--- config.mk ---
export PLATFORM = sky130hd
export DESIGN_NAME = conv_read_sequencer
export DESIGN_NICKNAME = d
export VERILOG_FILES = /design/src/rtl/conv_read_sequencer.sv
export SDC_FILE = /design/constraint.sdc
export NUM_CORES = 1
export LEC_CHECK = 0
export CAP_MARGIN = 20
export CORE_MARGIN = 2
export CORE_UTILIZATION = 25
export DETAILED_ROUTE_END_ITERATION = 10
export DONT_BUFFER_PORTS = 1
export GPL_ROUTABILITY_DRIVEN = 0
export GPL_TIMING_DRIVEN = 0
export PLACE_DENSITY = 0.46
export SETUP_SLACK_MARGIN = 0.3
export SYNTH_ARGS = -nofsm -noshare
export SYNTH_HDL_FRONTEND = slang
export SYNTH_SLANG_ARGS = --single-unit
--- constraint.sdc ---
create_clock -name clk -period 3.8 [get_ports clk]
set_clock_uncertainty 0.15 [all_clocks]
set_input_delay 0.38 -clock clk [delete_from_list [all_inputs] [get_ports clk]]
set_output_delay 0.38 -clock clk [all_outputs]
set_load 0.02 [all_outputs]
--- src/rtl/conv_read_sequencer.sv ---
// Steps window j / tap k across input and filter memories into the MAC; first y_valid M+2 cycles after start.
// Each output holds in OUT until y_ready, and no strobe or address moves while it waits.
module conv_read_sequencer #(
  parameter int N    = 43,
  parameter int M    = 16,
  parameter int XA_W = 6,
  parameter int FA_W = 4
) (
  input  logic            clk,
  input  logic            reset,
  input  logic            x_full,
  input  logic            f_full,
  input  logic            y_ready,
  output logic            en_ext_ctrl,
  output logic            ext_load_addr,
  output logic [XA_W-1:0] ext_load_addr_val,
  output logic            ext_incr_addr,
  output logic [FA_W-1:0] f_addr,
  output logic            mac_clear,
  output logic            mac_en,
  output logic            y_valid,
  output logic            done
);

  localparam logic [XA_W-1:0] J_LAST = XA_W'(N - M);
  localparam logic [FA_W-1:0] K_LAST = FA_W'(M - 1);

  typedef enum logic [2:0] {IDLE, LOAD, ACC, DRAIN, OUT, DONE} state_t;

  state_t          state, state_nxt;
  logic [XA_W-1:0] j, j_nxt;
  logic [FA_W-1:0] k, k_nxt;
  logic            mac_en_q;

  always_ff @(posedge clk or negedge reset) begin
    if (!reset) begin
      state    <= IDLE;
      j        <= '0;
      k        <= '0;
      mac_en_q <= 1'b0;
    end else begin
      state    <= state_nxt;
      j        <= j_nxt;
      k        <= k_nxt;
      // one-cycle lag lines the accumulate up with the memory read latency
      mac_en_q <= (state == ACC);
    end
  end

  always_comb begin
    state_nxt     = state;
    j_nxt         = j;
    k_nxt         = k;
    en_ext_ctrl   = 1'b0;
    ext_load_addr = 1'b0;
    ext_incr_addr = 1'b0;
    mac_clear     = 1'b0;
    y_valid       = 1'b0;
    done          = 1'b0;
    case (state)
      IDLE: begin
        j_nxt = '0;
        k_nxt = '0;
        if (x_full && f_full) state_nxt = LOAD;
      end
      LOAD: begin
        en_ext_ctrl   = 1'b1;
        ext_load_addr = 1'b1;
        mac_clear     = 1'b1;
        k_nxt         = '0;
        state_nxt     = ACC;
      end
      ACC: begin
        en_ext_ctrl = 1'b1;
        if (k == K_LAST) begin
          state_nxt = DRAIN;
        end else begin
          ext_incr_addr = 1'b1;
          k_nxt         = k + FA_W'(1);
        end
      end
      DRAIN: begin
        en_ext_ctrl = 1'b1;
        state_nxt   = OUT;
      end
      OUT: begin
        en_ext_ctrl = 1'b1;
        y_valid     = 1'b1;
        if (y_ready) begin
          k_nxt = '0;
          if (j == J_LAST) begin
            state_nxt = DONE;
          end else begin
            j_nxt     = j + XA_W'(1);
            state_nxt = LOAD;
          end
        end
      end
      DONE: begin
        done      = 1'b1;
        j_nxt     = '0;
        k_nxt     = '0;
        state_nxt = IDLE;
      end
      default: state_nxt = IDLE;
    endcase
  end

  assign ext_load_addr_val = j;
  assign f_addr            = k;
  assign mac_en            = mac_en_q;

endmodule
==> run_results.csv, run 1 <==
group,metric,value,unit
timing,period_share,68.0,%
worst_setup_path,cp_max_fo,10,
finish,multiInputGateArea,439,um^2
worst_setup_path,worstPathRequired,3.27,ns
synth,synthDistinctLibCells,37,
synth,syn_avg_cell_area,9.74,um^2
pwr,combPwrFrac,43.3,%
timing,hold_violations,0,
finish,mostFrequentLayoutCell,"dfrtp_1",
detailed_routing,dr.pass1.iters,3,
synth,synth_seq_cells,14,
finish,syn2layout_area_growth,10.6,%
timing,tightest_slew,0.742,ns
die,dieHeight,62.2,um
detailed_routing,viasPerCell,5.11,
finish,register_area,350,um^2
finish,final_util,28.5,%
timing,rsz0062_at_grt,"false",
pwr,seq_power_share,41.0,%
clock_network,cts_max_path_buffers,2,
place,io_buffers,0,
clock_network,cts_buffers,3,
finish,drive_gt1_share,9.89,%
grt,grt_pass1_vias,683,
detailed_routing,wire_per_inst,14.3,um
finish,nets,100,
synth,synth_edf_count,0,
timing,fin_ws,1.22,ns
timing,setup-tns-final,0,ns
die,die_width,62.2,um
die,die_area,0.00387,mm^2
clock_network,cts_htree_levels,1,
worst_setup_path,startpoint_type,"flip-flop",
pwr,p_clk_share,15.8,%
pwr,sw_frac_of_total,45.4,%
detailed_routing,drc,0,
clock_network,numClockSinks,14,
flow_run,maxCapViolations,0,
worst_setup_path,path_class,"reg2out",
detailed_routing,vias,700,
place,dp_slack,1.51,ns
clock_network,cts_resized,0,
grt,grt_overflow_total,0,
die,io_pins,22,
worst_setup_path,r2r_slack,1.80,ns
synth,ys_seq_area_share,41.4,%
pwr,switchingPower,254,uW
worst_setup_path,r2r_end,"ext_load_addr_val[0]$_DFFE_PN0P_",
synth,synthCells,87,
clock_network,cts_setup_buffers,0,
die,core_area,0.00328,mm^2
pwr,vdd_drop_max,0.232,mV
worst_setup_path,arrival,2.05,ns
timing,finalCriticalPeriod,2.58,ns
grt,grt_usage,11.0,%
finish,antennaDiodeCount,0,
synth,async_flop_share,100,%
timing,finalMaxSlewViolations,0,
status,status,"finished clean",
worst_setup_path,crit_start,"state[0]$_DFFE_PN0P_",
detailed_routing,drtIter0Drc,55,
detailed_routing,totalWireLength,1.96,mm
clock_network,cts_hold_buf,1,
detailed_routing,ant_nets,0,
pwr,power.density,598,mW/mm^2
min_path,hp-class,"in2reg",
finish,fill_cells,358,
pwr,power_leakage,0.403,nW
synth,synth_top_flop_cell,"dfrtp_1",
pwr,p_int,306,uW
worst_setup_path,reg2reg_from,"ext_load_addr_val[0]$_DFFE_PN0P_",
worst_setup_path,reg2reg_depth,4,
clock_network,cts_tree,"built",
timing,max_freq,0.387,GHz
clock_network,clk-insertion-delay-late,0.28,ns
grt,grt_max_degree,15,
clock_network,clockRootBuffer,"clkbuf_4",
synth,syn-num-nets,94,
synth,syn_area,847,um^2
synth,yosysWarnings,0,
place,dp_hpwl,1.45,mm
worst_setup_path,endpoint_kind,"output port",
die,rows,21,
finish,final_cell_mix,"dfrtp_1 (14), o21ai_0 (7), mux2i_1 (7)",
die,initial_core_util,25.8,%
grt,grt_pass1_wl,3.38,mm
clock_network,clk_pin_slew,0.09,ns
worst_setup_path,crit_end,"mac_clear",
grt,antenna_found_initial,0,
timing,relSlewSlack,50.4,%
timing,finalSetupViolations,0,
cell families (layout without fill, tap and decap cells):
logic type / count (synthesis) / after routing / share of synthesized area, %
AOI/OAI and AO/OA: 22 / 22 / 16.5
DFF: 14 / 14 / 41.4
and+or+nand+nor: 27 / 27 / 21.0
muxes: 7 / 7 / 8.27
buffers and inverters: 12 / 16 / 6.79
adders and majority gates: 2 / 2 / 2.95
xor gates and xnor gates: 3 / 3 / 3.10
cells in the mapped netlist (all sizes together) (2+ instances only):
library cell	count	area (um^2)
dfrtp	14	350
o21ai	8	40.0
mux2i	7	70.1
inv	6	22.5
nand2	5	18.8
buf	4	27.5
a21oi	3	15.0
nand3	3	15.0
nor2	3	11.3
nor3	3	15.0
clkbuf	2	7.51
ha	2	25.0
nor3b	2	15.0
o211ai	2	15.0
o21bai	2	15.0
o31ai	2	15.0
or4	2	15.0
xnor2	2	17.5
worst max-delay path: stages (launching register included):
cell and delay (ns):
dfrtp_1 0.45, clkbuf_1 0.38, nor3b_1 0.67, buf_4 0.26
sequential cells by signal, summed over array words and instances, names as in the netlist:
register	flops
ext_load_addr_val	6
f_addr	4
state	3
mac_en	1
worst min path at each step:
stage | start | end | slack [ns] | cells after the start
final | y_ready | state[0]$_DFFE_PN0P_ | 0.17 | 3
after CTS | y_ready | state[0]$_DFFE_PN0P_ | 0.17 | 3
after floorplan | reset | ext_load_addr_val[0]$_DFFE_PN0P_ | -0.07 | 0
after global routing | y_ready | state[0]$_DFFE_PN0P_ | 0.17 | 3
after detailed placement | reset | ext_load_addr_val[1]$_DFFE_PN0P_ | -0.07 | 0
after global placement | reset | ext_load_addr_val[0]$_DFFE_PN0P_ | -0.07 | 0
area by class of cell:
type,count,share of cell area (%)
Timing Repair Buffer,1,1.07
Sequential cell,14,37.4
Multi-Input combinational cell,61,46.9
Clock buffer,3,2.40
Buffer,6,3.74
Inverter,6,2.40
Tap cell,46,6.14
through the flow:
step | power [mW] | std cells | hold slack [ns] | area, um^2
floorplan | 0.426 | 87 | -0.0656 | 847
global placement | 0.471 | 133 | -0.0652 | 905
detailed placement | 0.476 | 133 | -0.0652 | 905
CTS | 0.567 | 137 | 0.168 | 937
global route | 0.603 | 137 | 0.173 | 937
finish | 0.560 | 137 | 0.171 | 937
power groups by stage:
stage / clock network [mW] / registers, mW / logic, mW
after CTS: 0.0902 / 0.231 / 0.246
after floorplan: 0 / 0.225 / 0.201
final: 0.0883 / 0.229 / 0.242
after global routing: 0.0956 / 0.235 / 0.273
after global placement: 0 / 0.233 / 0.238
after detailed placement: 0 / 0.234 / 0.242
metal layers:
metal	vias up	global-route usage (%)	wire, um
li1	326	-	-
met3	2	5.80	150
met5	-	0	0
met1	350	12.9	884
met4	0	1.94	7
met2	22	18.1	913
No activity file was read; power rests on OpenSTA's default activity.
==> inputs of run 2 (changes only) <==
Clock period 3.8 ns to 2.55 ns, I/O delays scaled along.
==> run_results.csv, run 2 (same netlist as run 1, synthesis figures left out) <==
group,metric,value,unit
finish,nets,100,
clock_network,clk-insertion-delay-late,0.28,ns
worst_setup_path,startpoint_type,"flip-flop",
die,dieHeight,62.2,um
worst_setup_path,crit_slowest_cell,"dfrtp_1",
worst_setup_path,reg2reg_from,"ext_load_addr_val[0]$_DFFE_PN0P_",
finish,drive_gt1_share,12.1,%
finish,final_cell_mix,"dfrtp_1 (14), o21ai_0 (7), mux2i_1 (7)",
worst_setup_path,path_buf_inv,2,
die,die_width,62.2,um
timing,finalMaxSlewViolations,0,
detailed_routing,vias,684,
detailed_routing,drc,0,
timing,period_share,84.0,%
timing,max_freq,0.467,GHz
min_path,hold_depth,3,
clock_network,clockRootBuffer,"clkbuf_4",
die,rows,21,
die,io_pins,22,
timing,finalSetupViolations,0,
min_path,hp-class,"in2reg",
pwr,sw_frac_of_total,45.5,%
worst_setup_path,reg2reg_depth,4,
finish,largest_reg_flops,6,
grt,grt_overflow_total,0,
clock_network,numClockSinks,14,
die,initial_core_util,25.8,%
detailed_routing,dr.pass1.iters,4,
timing,rsz0062_at_grt,"false",
clock_network,clk_pin_slew,0.09,ns
finish,fill_cells,356,
grt,grt_pass1_vias,683,
die,core_area,0.00328,mm^2
detailed_routing,drtIter0Drc,60,
clock_network,cts_setup_buffers,0,
worst_setup_path,crit_chain,"clkbuf_1, nor3b_4, buf_4",
clock_network,cts_buffers,3,
timing,setup-tns-final,0,ns
grt,antenna_found_initial,0,
pwr,total_power,850,uW
pwr,combPwrFrac,44.2,%
flow_run,maxCapViolations,0,
detailed_routing,wire_per_inst,14.3,um
finish,antennaDiodeCount,0,
worst_setup_path,arrival,1.74,ns
clock_network,cts_tree,"built",
grt,grt_pass1_wl,3.38,mm
pwr,power.density,890,mW/mm^2
place,io_buffers,0,
clock_network,cts_max_path_buffers,2,
finish,mostFrequentLayoutCell,"dfrtp_1",
status,status,"finished clean",
grt,grt_usage,11.0,%
pwr,seq_power_share,40.3,%
worst_setup_path,cp_max_fo,10,
detailed_routing,totalWireLength,1.96,mm
pwr,p_clk_share,15.4,%
clock_network,cts_htree_levels,1,
timing,tightest_slew,0.672,ns
timing,hold_violations,0,
grt,grt_max_degree,15,
pwr,power_leakage,0.406,nW
min_path,hold_end,"state[0]$_DFFE_PN0P_",
place,dp_hpwl,1.45,mm
pwr,switchingPower,386,uW
min_path,holdCritStartpoint,"y_ready",
die,die_area,0.00387,mm^2
worst_setup_path,path_class,"reg2out",
finish,syn2layout_area_growth,12.7,%
worst_setup_path,r2r_end,"ext_load_addr_val[0]$_DFFE_PN0P_",
timing,finalCriticalPeriod,2.14,ns
pwr,vdd_drop_max,0.347,mV
pwr,p_int,464,uW
timing,relSlewSlack,55.0,%
worst_setup_path,endpoint_kind,"output port",
worst_setup_path,worstPathRequired,2.14,ns
worst_setup_path,slowest_delay,0.47,ns
detailed_routing,viasPerCell,4.99,
worst_setup_path,cpLargestDelayFamily,"buffers and inverters",
detailed_routing,ant_nets,0,
worst_setup_path,r2r_slack,0.55,ns
[run 2: cell counts in the layout (fill, tap and decap cells not counted)]
No cell type changed its count.
[run 2: metal layers]
| metal | GRT usage, % | up-vias | routed length, um |
|---|---|---|---|
| li1 | - | 324 | - |
| met1 | 12.9 | 334 | 882 |
| met2 | 18.1 | 24 | 911 |
| met3 | 5.80 | 2 | 159 |
| met4 | 1.94 | 0 | 7 |
| met5 | 0 | - | 0 |
[run 2: metrics by stage]
stage	cell area [um^2]	setup WS (ns)	cells	util, %	hold WS [ns]
2_1_floorplan	847	0.585	87	-	-0.191
3_3_place_gp	905	0.409	133	27.5	-0.190
3_5_place_dp	905	0.387	133	27.5	-0.190
4_1_cts	942	0.321	137	28.7	0.0432
5_1_grt	955	0.300	137	29.1	0.0483
6_report	955	0.408	137	29.1	0.0463
[run 2: layout make-up]
cell class,count,area (um^2),area share [%]
inverter,6,22.5,2.36
clock buffer,3,22.5,2.36
buffer,6,35.0,3.67
tap,46,57.6,6.03
timing repair buffer,1,10.0,1.05
sequential,14,350,36.7
multi-input combinational,61,457,47.8
[run 2: repair_timing]
action                     in CTS  in global routing
setup endpoints to repair       1                  2
hold endpoints to repair       14                  0
hold buffers                    1                  0
gates resized for setup         1                  2
[run 2: worst max-delay path by stage]
| stage | to | slack (ns) | cells past startpoint | start |
|---|---|---|---|---|
| after floorplan | mac_clear | 0.59 | 3 | state[0]$_DFFE_PN0P_ |
| after global placement | mac_clear | 0.41 | 3 | state[0]$_DFFE_PN0P_ |
| after detailed placement | mac_clear | 0.39 | 3 | state[0]$_DFFE_PN0P_ |
| after CTS | mac_clear | 0.32 | 3 | state[0]$_DFFE_PN0P_ |
| after global routing | mac_clear | 0.30 | 3 | state[0]$_DFFE_PN0P_ |
| final | mac_clear | 0.41 | 3 | state[0]$_DFFE_PN0P_ |
[run 2: tightest hold or removal path: cells and delay by family]
family,cells,cell delay (ns)
AO/OA/AOI/OAI,2,0.15
AND/OR/NAND/NOR,1,0.04
[run 2: power groups by stage]
| stage | Sequential, mW | Combinational [mW] | Clock (mW) |
|---|---|---|---|
| 2_1_floorplan | 0.335 | 0.300 | 0 |
| 3_3_place_gp | 0.347 | 0.355 | 0 |
| 3_5_place_dp | 0.349 | 0.361 | 0 |
| 4_1_cts | 0.344 | 0.370 | 0.134 |
| 5_1_grt | 0.351 | 0.421 | 0.142 |
| 6_report | 0.343 | 0.376 | 0.131 |
==> inputs of run 3 (changes only) <==
Settings changed: PLACE_DENSITY 0.46 to 0.48.
Clock period 2.55 ns to 1.8 ns, I/O delays scaled along.
==> run_results.csv, run 3 (same netlist as run 1, synthesis figures left out) <==
group,metric,value,unit
timing,finalSetupViolations,1,
grt,grt_pass1_wl,3.83,mm
detailed_routing,totalWireLength,2.45,mm
grt,antenna_found_initial,0,
clock_network,clk-insertion-delay-late,0.29,ns
finish,fin_cells,163,
worst_setup_path,path_class,"reg2out",
worst_setup_path,worstPathRequired,1.47,ns
timing,hold_violations,0,
status,status,"complete, but fails checks",
die,initial_core_util,25.8,%
worst_setup_path,cpLargestDelayFamily,"flip-flops",
pwr,total_power,1.85,mW
finish,nets,125,
detailed_routing,vias,793,
timing,finalMaxSlewViolations,0,
pwr,power.density,1280,mW/mm^2
timing,rsz0062_at_grt,"true",
clock_network,clk_pin_slew,0.10,ns
clock_network,cts_max_path_buffers,2,
pwr,vdd_drop_max,0.369,mV
worst_setup_path,startpoint_type,"flip-flop",
min_path,hp-class,"in2reg",
finish,mostFrequentLayoutCell,"buf_4",
finish,syn2layout_area_growth,70.5,%
worst_setup_path,path_buf_inv,1,
worst_setup_path,crit_chain,"ha_4, a311oi_4, nand2_2, inv_4",
detailed_routing,ant_nets,0,
detailed_routing,wire_per_inst,15.1,um
place,dpl_cell_area,948,um^2
die,io_pins,22,
finish,fin_area,0.00144,mm^2
worst_setup_path,cp_max_fo,4,
clock_network,cts_buffers,3,
flow_run,maxCapViolations,0,
detailed_routing,drc,0,
finish,drive_gt1_share,56.4,%
finish,antennaDiodeCount,0,
place,dp_hpwl,1.35,mm
finish,fill_cells,312,
finish,final_cell_mix,"buf_4 (14), buf_6 (9), dfrtp_1 (8)",
timing,fin_ws,-0.0107,ns
status,violations,"setup timing",
grt,grt_usage,12.4,%
die,rows,21,
timing,finalCriticalPeriod,1.81,ns
clock_network,cts_tree,"built",
place,place_inst,133,
grt,grt_pass1_vias,814,
die,die_area,0.00387,mm^2
timing,relSlewSlack,53.4,%
timing,period_share,101,%
clock_network,cts_htree_levels,1,
detailed_routing,viasPerCell,4.87,
worst_setup_path,crit_slowest_cell,"dfrtp_2",
die,dieHeight,62.2,um
die,core_area,0.00328,mm^2
detailed_routing,dr.pass1.iters,3,
clock_network,numClockSinks,14,
worst_setup_path,arrival,1.48,ns
clock_network,clockRootBuffer,"clkbuf_4",
pwr,power_leakage,0.595,nW
timing,max_freq,0.552,GHz
die,die_width,62.2,um
place,io_buffers,0,
finish,largest_reg_flops,6,
worst_setup_path,endpoint_kind,"output port",
worst_setup_path,slowest_delay,0.50,ns
grt,grt_max_degree,15,
detailed_routing,drtIter0Drc,28,
timing,tightest_slew,0.697,ns
grt,grt_overflow_total,0,
## run 3: tightest hold or removal path, cell delays in order
cell and delay [ns]:
nand4bb_4 0.10, nor4_4 0.05, mux2i_1 0.11
## run 3: through the flow
| stage | hold WS [ns] | worst slack [ns] | setup TNS, ns | util (%) |
|---|---|---|---|---|
| 3_3_place_gp | -0.265 | 0.0966 | 0 | 28.9 |
| 2_1_floorplan | -0.266 | 0.226 | 0 | - |
| 5_1_grt | 0.0471 | -0.0774 | -0.112 | 44.0 |
| 6_report | 0.0382 | -0.0107 | -0.0107 | 44.0 |
| 3_5_place_dp | -0.265 | 0.0960 | 0 | 28.9 |
| 4_1_cts | 0.0260 | -0.0710 | -0.0710 | 38.9 |
## run 3: layer usage
| metal | GRT usage [%] | wire length [um] |
|---|---|---|
| met1 | 14.8 | 1040 |
| met2 | 22.6 | 1340 |
| met3 | 0.725 | 30 |
| met4 | 5.83 | 43 |
| met5 | 0 | 0 |
## run 3: area by class of cell
class                           count  area [um^2]  area share (%)
Multi-Input combinational cell     61          626            43.3
Sequential cell                    14          358            24.8
Timing Repair Buffer               26          248            17.2
Buffer                              6         81.3            5.63
Tap cell                           46         57.6            3.99
Inverter                            6         37.5            2.60
Clock buffer                        4         36.3            2.51
## run 3: worst paths after layout
path / from / endpoint / slack (ns) / depth (start not counted)
worst max-delay path: f_addr[0]$_DFFE_PN0P_ / ext_incr_addr / -0.01 / 4
worst min-delay path: y_ready / ext_load_addr_val[5]$_DFFE_PN0P_ / 0.04 / 3
worst max register to register: ext_load_addr_val[0]$_DFFE_PN0P_ / ext_load_addr_val[4]$_DFFE_PN0P_ / 0.09 / 6
worst min register to register: ext_load_addr_val[0]$_DFFE_PN0P_ / ext_load_addr_val[0]$_DFFE_PN0P_ / 0.46 / 1
max in group asynchronous: reset / ext_load_addr_val[1]$_DFFE_PN0P_ / 0.79 / 1
min in group asynchronous: reset / mac_en$_DFF_PN0_ / 0.22 / 1
## run 3: repair_timing
item / in CTS / in global routing
buffers inserted: 14 / 8
gates cloned: 0 / 0
hold buffers: 4 / 0
endpoints found under the setup margin: 18 / 18
pin swaps: 12 / 9
endpoints found under the hold margin: 16 / 0
gates resized for setup: 40 / 20
## run 3: power breakdown
group / total (mW) / internal, mW / switching, mW
registers: 0.498 / 0.381 / 0.117
logic: 1.11 / 0.602 / 0.513
clock network: 0.241 / 0.123 / 0.117
